[src/rtl/get_ins_stream_if.sv]
// rtl/get_ins_stream_if.sv - FIFO-side and downstream-side stream signals of get_ins_stream
interface get_ins_stream_if #(
  parameter int DW = 64
);
  logic [DW-1:0] fifo_data_din;
  logic          fifo_last_din;
  logic          fifo_empty_n_din;
  logic          fifo_read_dout;
  logic [DW-1:0] data_dout;
  logic          data_valid_dout;
  logic          data_last_dout;
  logic          data_ready_din;

  modport master (
    input  fifo_data_din, fifo_last_din, fifo_empty_n_din, data_ready_din,
    output fifo_read_dout, data_dout, data_valid_dout, data_last_dout
  );

  modport slave (
    output fifo_data_din, fifo_last_din, fifo_empty_n_din, data_ready_din,
    input  fifo_read_dout, data_dout, data_valid_dout, data_last_dout
  );
endinterface

[src/rtl/get_ins_stream.sv]
// rtl/get_ins_stream.sv - header-driven instruction/data splitter; GI_LAST_CHECK_EN enables TLAST checking
module get_ins_stream #(
  parameter int          DW        = 64,
  parameter int          INS_WORDS = 3,
  parameter int          HEAD_REP  = 2,
  parameter int          LEN_W     = 16,
  parameter logic [63:0] INST_HEAD = 64'hefef123abbeeff22,
  parameter logic [63:0] DATA_HEAD = 64'hefef6543dadaff11
) (
  input  logic                    clk,
  input  logic                    reset,
  get_ins_stream_if.master        bus,
  output logic [INS_WORDS*DW-1:0] ins_code_dout,
  output logic                    ins_valid_dout,
  output logic                    start_reg,
  output logic                    datald_done_dout,
  output logic [7:0]              hdr_err_cnt_dout,
  output logic                    last_err_dout,
  output logic                    busy_dout
);

  typedef enum logic [2:0] {S_HUNT, S_INST, S_INST_END, S_DLEN, S_DATA, S_DATA_END} state_t;

  localparam logic [DW-1:0] IHEAD = INST_HEAD[DW-1:0];
  localparam logic [DW-1:0] DHEAD = DATA_HEAD[DW-1:0];
`ifdef GI_LAST_CHECK_EN
  localparam bit LAST_CHECK = 1'b1;
`else
  localparam bit LAST_CHECK = 1'b0;
`endif

  state_t           state, state_nxt;
  logic [DW-1:0]    word;
  logic             rd, pop, hs;
  logic             is_ihead, is_dhead, hdr_done;
  logic [2:0]       match_cnt, run_cnt;
  logic             cand_data;
  logic [3:0]       ins_cnt;
  logic [LEN_W-1:0] beat_cnt, len;
  logic             final_beat, tl_early, tl_mis;
  logic [DW-1:0]    data_q;
  logic             valid_q, last_q, last_err_q;

  assign word       = bus.fifo_data_din;
  assign len        = word[LEN_W-1:0];
  assign hs         = valid_q && bus.data_ready_din;
  assign final_beat = (beat_cnt == LEN_W'(1));
  assign tl_early   = LAST_CHECK && bus.fifo_last_din && !final_beat;
  assign tl_mis     = LAST_CHECK && (bus.fifo_last_din != final_beat);

  // A data header is only recognised if it is not also the instruction header.
  assign is_ihead = (word == IHEAD);
  assign is_dhead = (word == DHEAD) && !is_ihead;
  assign run_cnt  = (is_dhead == cand_data) ? match_cnt + 3'd1 : 3'd1;
  assign hdr_done = pop && (is_ihead || is_dhead) && (run_cnt == 3'(HEAD_REP));

  // Pop strobe is forced low during reset so nothing is consumed while held.
  always_comb begin
    rd = 1'b0;
    case (state)
      S_HUNT, S_INST, S_DLEN: rd = bus.fifo_empty_n_din;
      S_DATA: rd = bus.fifo_empty_n_din && (beat_cnt != '0) && (!valid_q || bus.data_ready_din);
      default: rd = 1'b0;
    endcase
    rd = rd && reset;
  end
  assign pop = rd;

  always_comb begin
    state_nxt = state;
    case (state)
      S_HUNT:     if (hdr_done) state_nxt = is_dhead ? S_DLEN : S_INST;
      S_INST:     if (pop && ins_cnt == 4'(INS_WORDS - 1)) state_nxt = S_INST_END;
      S_INST_END: state_nxt = S_HUNT;
      S_DLEN:     if (pop) state_nxt = (len == '0) ? S_DATA_END : S_DATA;
      S_DATA:     if (hs && last_q) state_nxt = S_DATA_END;
      S_DATA_END: state_nxt = S_HUNT;
      default:    state_nxt = S_HUNT;
    endcase
  end

  always_ff @(posedge clk or negedge reset) begin
    if (!reset) state <= S_HUNT;
    else        state <= state_nxt;
  end

  always_ff @(posedge clk or negedge reset) begin
    if (!reset) begin
      match_cnt        <= '0;
      cand_data        <= 1'b0;
      ins_cnt          <= '0;
      ins_code_dout    <= '0;
      start_reg        <= 1'b0;
      hdr_err_cnt_dout <= '0;
      beat_cnt         <= '0;
      data_q           <= '0;
      valid_q          <= 1'b0;
      last_q           <= 1'b0;
      last_err_q       <= 1'b0;
    end else begin
      case (state)
        S_HUNT: if (pop) begin
          if (is_ihead || is_dhead) begin
            cand_data <= is_dhead;
            match_cnt <= hdr_done ? 3'd0 : run_cnt;
          end else begin
            match_cnt <= '0;
            if (hdr_err_cnt_dout != 8'hff) hdr_err_cnt_dout <= hdr_err_cnt_dout + 8'd1;
          end
        end
        S_INST: if (pop) begin
          for (int k = 0; k < INS_WORDS; k++)
            if (ins_cnt == 4'(k)) ins_code_dout[k*DW +: DW] <= word;
          ins_cnt <= ins_cnt + 4'd1;
        end
        S_INST_END: begin
          start_reg <= ins_code_dout[DW-1];
          ins_cnt   <= '0;
        end
        S_DLEN: if (pop) beat_cnt <= len;
        S_DATA: begin
          if (pop) begin
            data_q   <= word;
            valid_q  <= 1'b1;
            last_q   <= final_beat || tl_early;
            // Early TLAST truncates the burst: no further pops.
            beat_cnt <= tl_early ? '0 : beat_cnt - LEN_W'(1);
            if (tl_mis) last_err_q <= 1'b1;
          end else if (hs) begin
            valid_q <= 1'b0;
            last_q  <= 1'b0;
          end
        end
        default: ;
      endcase
    end
  end

  assign bus.fifo_read_dout  = rd;
  assign bus.data_dout       = data_q;
  assign bus.data_valid_dout = valid_q;
  assign bus.data_last_dout  = last_q;
  assign ins_valid_dout      = (state == S_INST_END);
  assign datald_done_dout    = (state == S_DATA_END);
  assign busy_dout           = (state != S_HUNT);
  assign last_err_dout       = last_err_q;

endmodule
[src/flat_wrapper.sv]
// flat-port wrapper written by rule: the top's interface ports become plain ports
module get_ins_stream_flat 
#(
  parameter int          DW        = 64,
  parameter int          INS_WORDS = 3,
  parameter int          HEAD_REP  = 2,
  parameter int          LEN_W     = 16,
  parameter logic [63:0] INST_HEAD = 64'hefef123abbeeff22,
  parameter logic [63:0] DATA_HEAD = 64'hefef6543dadaff11
)
  (clk, reset, ins_code_dout, ins_valid_dout, start_reg, datald_done_dout, hdr_err_cnt_dout, last_err_dout, busy_dout, bus_fifo_data_din, bus_fifo_last_din, bus_fifo_empty_n_din, bus_data_ready_din, bus_fifo_read_dout, bus_data_dout, bus_data_valid_dout, bus_data_last_dout);
  get_ins_stream_if #(.DW(DW)) bus_i ();
  input  logic clk;
  input  logic reset;
  output logic [INS_WORDS*DW-1:0] ins_code_dout;
  output logic ins_valid_dout;
  output logic start_reg;
  output logic datald_done_dout;
  output logic [7:0] hdr_err_cnt_dout;
  output logic last_err_dout;
  output logic busy_dout;
  input wire logic [$bits(bus_i.fifo_data_din)-1:0] bus_fifo_data_din;
  input wire logic [$bits(bus_i.fifo_last_din)-1:0] bus_fifo_last_din;
  input wire logic [$bits(bus_i.fifo_empty_n_din)-1:0] bus_fifo_empty_n_din;
  input wire logic [$bits(bus_i.data_ready_din)-1:0] bus_data_ready_din;
  output wire logic [$bits(bus_i.fifo_read_dout)-1:0] bus_fifo_read_dout;
  output wire logic [$bits(bus_i.data_dout)-1:0] bus_data_dout;
  output wire logic [$bits(bus_i.data_valid_dout)-1:0] bus_data_valid_dout;
  output wire logic [$bits(bus_i.data_last_dout)-1:0] bus_data_last_dout;
  assign bus_i.fifo_data_din = bus_fifo_data_din;
  assign bus_i.fifo_last_din = bus_fifo_last_din;
  assign bus_i.fifo_empty_n_din = bus_fifo_empty_n_din;
  assign bus_i.data_ready_din = bus_data_ready_din;
  assign bus_fifo_read_dout = bus_i.fifo_read_dout;
  assign bus_data_dout = bus_i.data_dout;
  assign bus_data_valid_dout = bus_i.data_valid_dout;
  assign bus_data_last_dout = bus_i.data_last_dout;
  get_ins_stream #(.DW(DW), .INS_WORDS(INS_WORDS), .HEAD_REP(HEAD_REP), .LEN_W(LEN_W), .INST_HEAD(INST_HEAD), .DATA_HEAD(DATA_HEAD)) u_core (.clk(clk), .reset(reset), .bus(bus_i), .ins_code_dout(ins_code_dout), .ins_valid_dout(ins_valid_dout), .start_reg(start_reg), .datald_done_dout(datald_done_dout), .hdr_err_cnt_dout(hdr_err_cnt_dout), .last_err_dout(last_err_dout), .busy_dout(busy_dout));
endmodule
[config.mk]
export PLATFORM = sky130hd
export DESIGN_NAME = get_ins_stream_flat
export DESIGN_NICKNAME = d
export VERILOG_FILES = /design/src/rtl/get_ins_stream_if.sv /design/src/rtl/get_ins_stream.sv /design/src/flat_wrapper.sv
export SDC_FILE = /design/constraint.sdc
export NUM_CORES = 1
export LEC_CHECK = 0
export ABC_AREA = 1
export BUFFER_PORTS_ARGS = -buffer_cell sky130_fd_sc_hd__buf_2
export CORE_MARGIN = 1
export CORE_UTILIZATION = 40
export DETAILED_ROUTE_END_ITERATION = 16
export GPL_TIMING_DRIVEN = 1
export SLEW_MARGIN = 20
export SYNTH_ARGS = -nofsm -noshare
export SYNTH_HDL_FRONTEND = slang
export SYNTH_SLANG_ARGS = --single-unit
[constraint.sdc]
create_clock -name clk -period 3.3 [get_ports clk]
set_clock_uncertainty 0.05 [all_clocks]
set_input_delay 0.33 -clock clk [delete_from_list [all_inputs] [get_ports clk]]
set_output_delay 0.33 -clock clk [all_outputs]
set_load 0.02 [all_outputs]
==> qor.yml <==
setup_path:
  critPathBufInv: 2
  cpPeakStageDelay_ns: 0.39
  startpoint: "u_core.beat_cnt[0]"
  cpMostUsedCell: "nand2_1"
  critical_path_class: "flop to output pin"
  start_kind: "flop"
  arrival_ns: 2.08
  crit_path_end: "bus_fifo_read_dout"
  cp-end-kind: "output pin"
  crit_required_ns: 2.92
  r2r-end: "u_core.bus.data_dout[4]"
  ff2ff_path_depth: 11
  r2r_slack_ns: 0.85
  cp_max_fo: 9
  path_cells: "inv_1 > ha_1 > nand2_1 > nor2_2 > nand2_1 > nand2_1 > a21oi_4 > buf_2"
  slowest_stage: "dfrtp_1"
  crit_family: "flip-flops"
  cp.depth: 8
  r2r_start: "u_core.beat_cnt[0]"
detailed_routing:
  drt_first_iter_violations: 772
  wl_um: 35500
  routed_via_density: 4.95
  num_vias: 10300
  drtAntennaViolNets: 0
  remaining_drc_errors: 0
  first_pass_iters: 5
  drt-wirelength-per-cell_um: 17.0
cells_and_area:
  final_common_cell: "nand2_1"
  area_growth_syn_to_layout_pct: 26.4
  drive_above_1_share_pct: 24.5
  largest_reg_flops: 192
  regMostFlops: "u_core.ins_code_dout"
  final_cell_count_no_fill: 2087
  num-nets-final: 1749
  final_cell_mix: "nand2_1 (384), buf_2 (337), dfrtp_1 (294), o21ai_1 (247), inv_1 (118)"
pwr:
  ir_worst_vdd_mv: 0.349
  powerDensity_nw_per_um2: 511
  power.leakage_nw: 8.34
logic_synthesis:
  synth-simple-area-share_pct: 17.4
  ys_types: 37
  syn_area_um2: 12100
  yosysWarningCount: 0
  ys_seq_area_share_pct: 60.7
  synth_seq_cells: 294
  async_reset_ff_share_pct: 100
  synth_edf_count: 0
  avgSynthCellArea_um2: 9.01
  synth_xor_xnor_area_share_pct: 0.723
  synth_fa_ha_area_share_pct: 0.826
  synthCells: 1345
  synth.area.mux_share_pct: 0.0826
  ys.flop_type: "dfrtp_1"
  synthesis.nets: 1422
  synth-compound-area-share_pct: 13.7
  synth_top_family_by_area: "simple AND/OR/NAND/NOR gates"
cts:
  post_cts_resized: 0
  h-tree-depth: 2
  hold_buffers: 1
  tritoncts: "built"
  clkLatencyLatePin_ns: 0.51
  clock_sinks: 294
  clk_pin_slew_ns: 0.06
  post_cts_buffers: 0
  clockBufferDepth: 3
  cts_root_buf: "clkbuf_16"
  numCtsBuffers: 34
timing:
  rsz0062_at_grt: "no"
  final_min_period_over_clock_period_pct: 74.7
  worst_pin_slew_ns: 0.846
  setup_tns_ns: 0
  finalSetupViolCount: 0
  finalHoldViolations: 0
  fmax_ghz: 0.406
  max_slew_margin_pct: 43.6
  min_period_ns: 2.46
  slew_viol_final: 0
floorplanning:
  dieArea_um2: 31000
  fp.dieW_um: 176
  rows: 63
  start_util_pct: 40.8
  pin_count: 341
  coreArea_um2: 29700
  die_h_um: 176
placed_design:
  place_congestion: 0.869
  placedCellCount: 2025
  portBuffers: 338
  hpwl_um: 25000
global_route:
  grt_pass1_vias: 9861
  grt_max_degree: 119
  antenna_found_initial: 1
  grt_pass1_wl_um: 55900
  gr-total-overflow: 0
  grt_use_total_pct: 23.1
run:
  max_cap_viol_count: 0
outcome:
  status: "complete, no violations"
hold_path:
  hold_class: "input port to flop"
==> how the worst min path moves through the flow <==
stage,from,to,cells after the start
6_report,bus_fifo_data_din[48],u_core.ins_code_dout[112],3
5_1_grt,bus_fifo_data_din[51],u_core.ins_code_dout[179],3
4_1_cts,bus_fifo_data_din[48],u_core.ins_code_dout[176],3
3_5_place_dp,reset,u_core.ins_code_dout[51],1
3_3_place_gp,reset,u_core.ins_code_dout[51],1
2_1_floorplan,reset,u_core.beat_cnt[0],0
==> logic make-up after synthesis <==
logic type	count (synthesis)
muxes	1
and+or+nand+nor	524
buffers and inverters	184
other	1
adders and majority gates	8
DFF	294
xor gates and xnor gates	10
AOI/OAI and AO/OA	323
==> per-stage QoR <==
| step | utilization, % | total power, mW | hold slack (ns) | instance area [µm²] | worst slack (ns) |
|---|---|---|---|---|---|
| after floorplan | - | 3.86 | -0.0156 | 12100 | 1.33 |
| after global placement | 47.7 | 4.07 | 0.121 | 14200 | 0.963 |
| after detailed placement | 47.7 | 4.08 | 0.119 | 14200 | 0.911 |
| after CTS | 51.5 | 7.91 | 0.0754 | 15300 | 0.850 |
| after global routing | 51.5 | 8.12 | 0.0986 | 15300 | 0.622 |
| final | 51.5 | 7.82 | 0.0935 | 15300 | 0.835 |
==> worst register-to-register path: stages, from the launching register on <==
cell and delay, ns:
dfrtp_1 0.41, inv_1 0.09, ha_1 0.19, nand2_1 0.09, nor2_2 0.21, nand2_1 0.12, nand2_1 0.14, a21o_2 0.20
nor2_2 0.07, inv_4 0.07, buf_4 0.48, o21ai_0 0.20
==> layer usage <==
| metal | vias to the layer above | track usage, % | wire, µm |
|---|---|---|---|
| met5 | - | 0 | 0 |
| met3 | 59 | 4.57 | 2130 |
| met1 | 4894 | 31.0 | 15700 |
| met2 | 348 | 37.4 | 16700 |
| met4 | 0 | 7.32 | 1010 |
| li1 | 5021 | - | - |
==> cells in the mapped netlist, drive strengths merged (2+ instances only) <==
library cell	count	share of area (%)
xnor2	4	0.29
nand2	385	12
o22ai	2	0.10
o31ai	2	0.12
clkbuf	6	0.19
nand4	19	0.98
nor2	77	2.6
xor2	6	0.43
dfrtp	294	61
o21ai	300	12
ha	8	0.83
inv	120	3.7
nor4	2	0.10
a31oi	3	0.15
nand3	28	1.2
a21oi	7	0.38
buf	57	2.6
nor3	10	0.41
o211ai	3	0.19
a22oi	2	0.12
==> final cells by class <==
type                       count  area, µm²
antenna                        1       2.50
clock buffer                  49        987
clock inverter                11        151
fill                        2918      14400
inverter                     121        457
multi-input combinational    867       3970
sequential                   294       7360
tap                          390        488
timing repair buffer         354       1900
==> power breakdown <==
part	total (mW)	internal, mW	switching, mW
combinational	0.350	0.0929	0.257
clock	3.81	2.32	1.49
sequential	3.66	3.63	0.0324
Note: power is estimated with default switching activity, not from simulation.
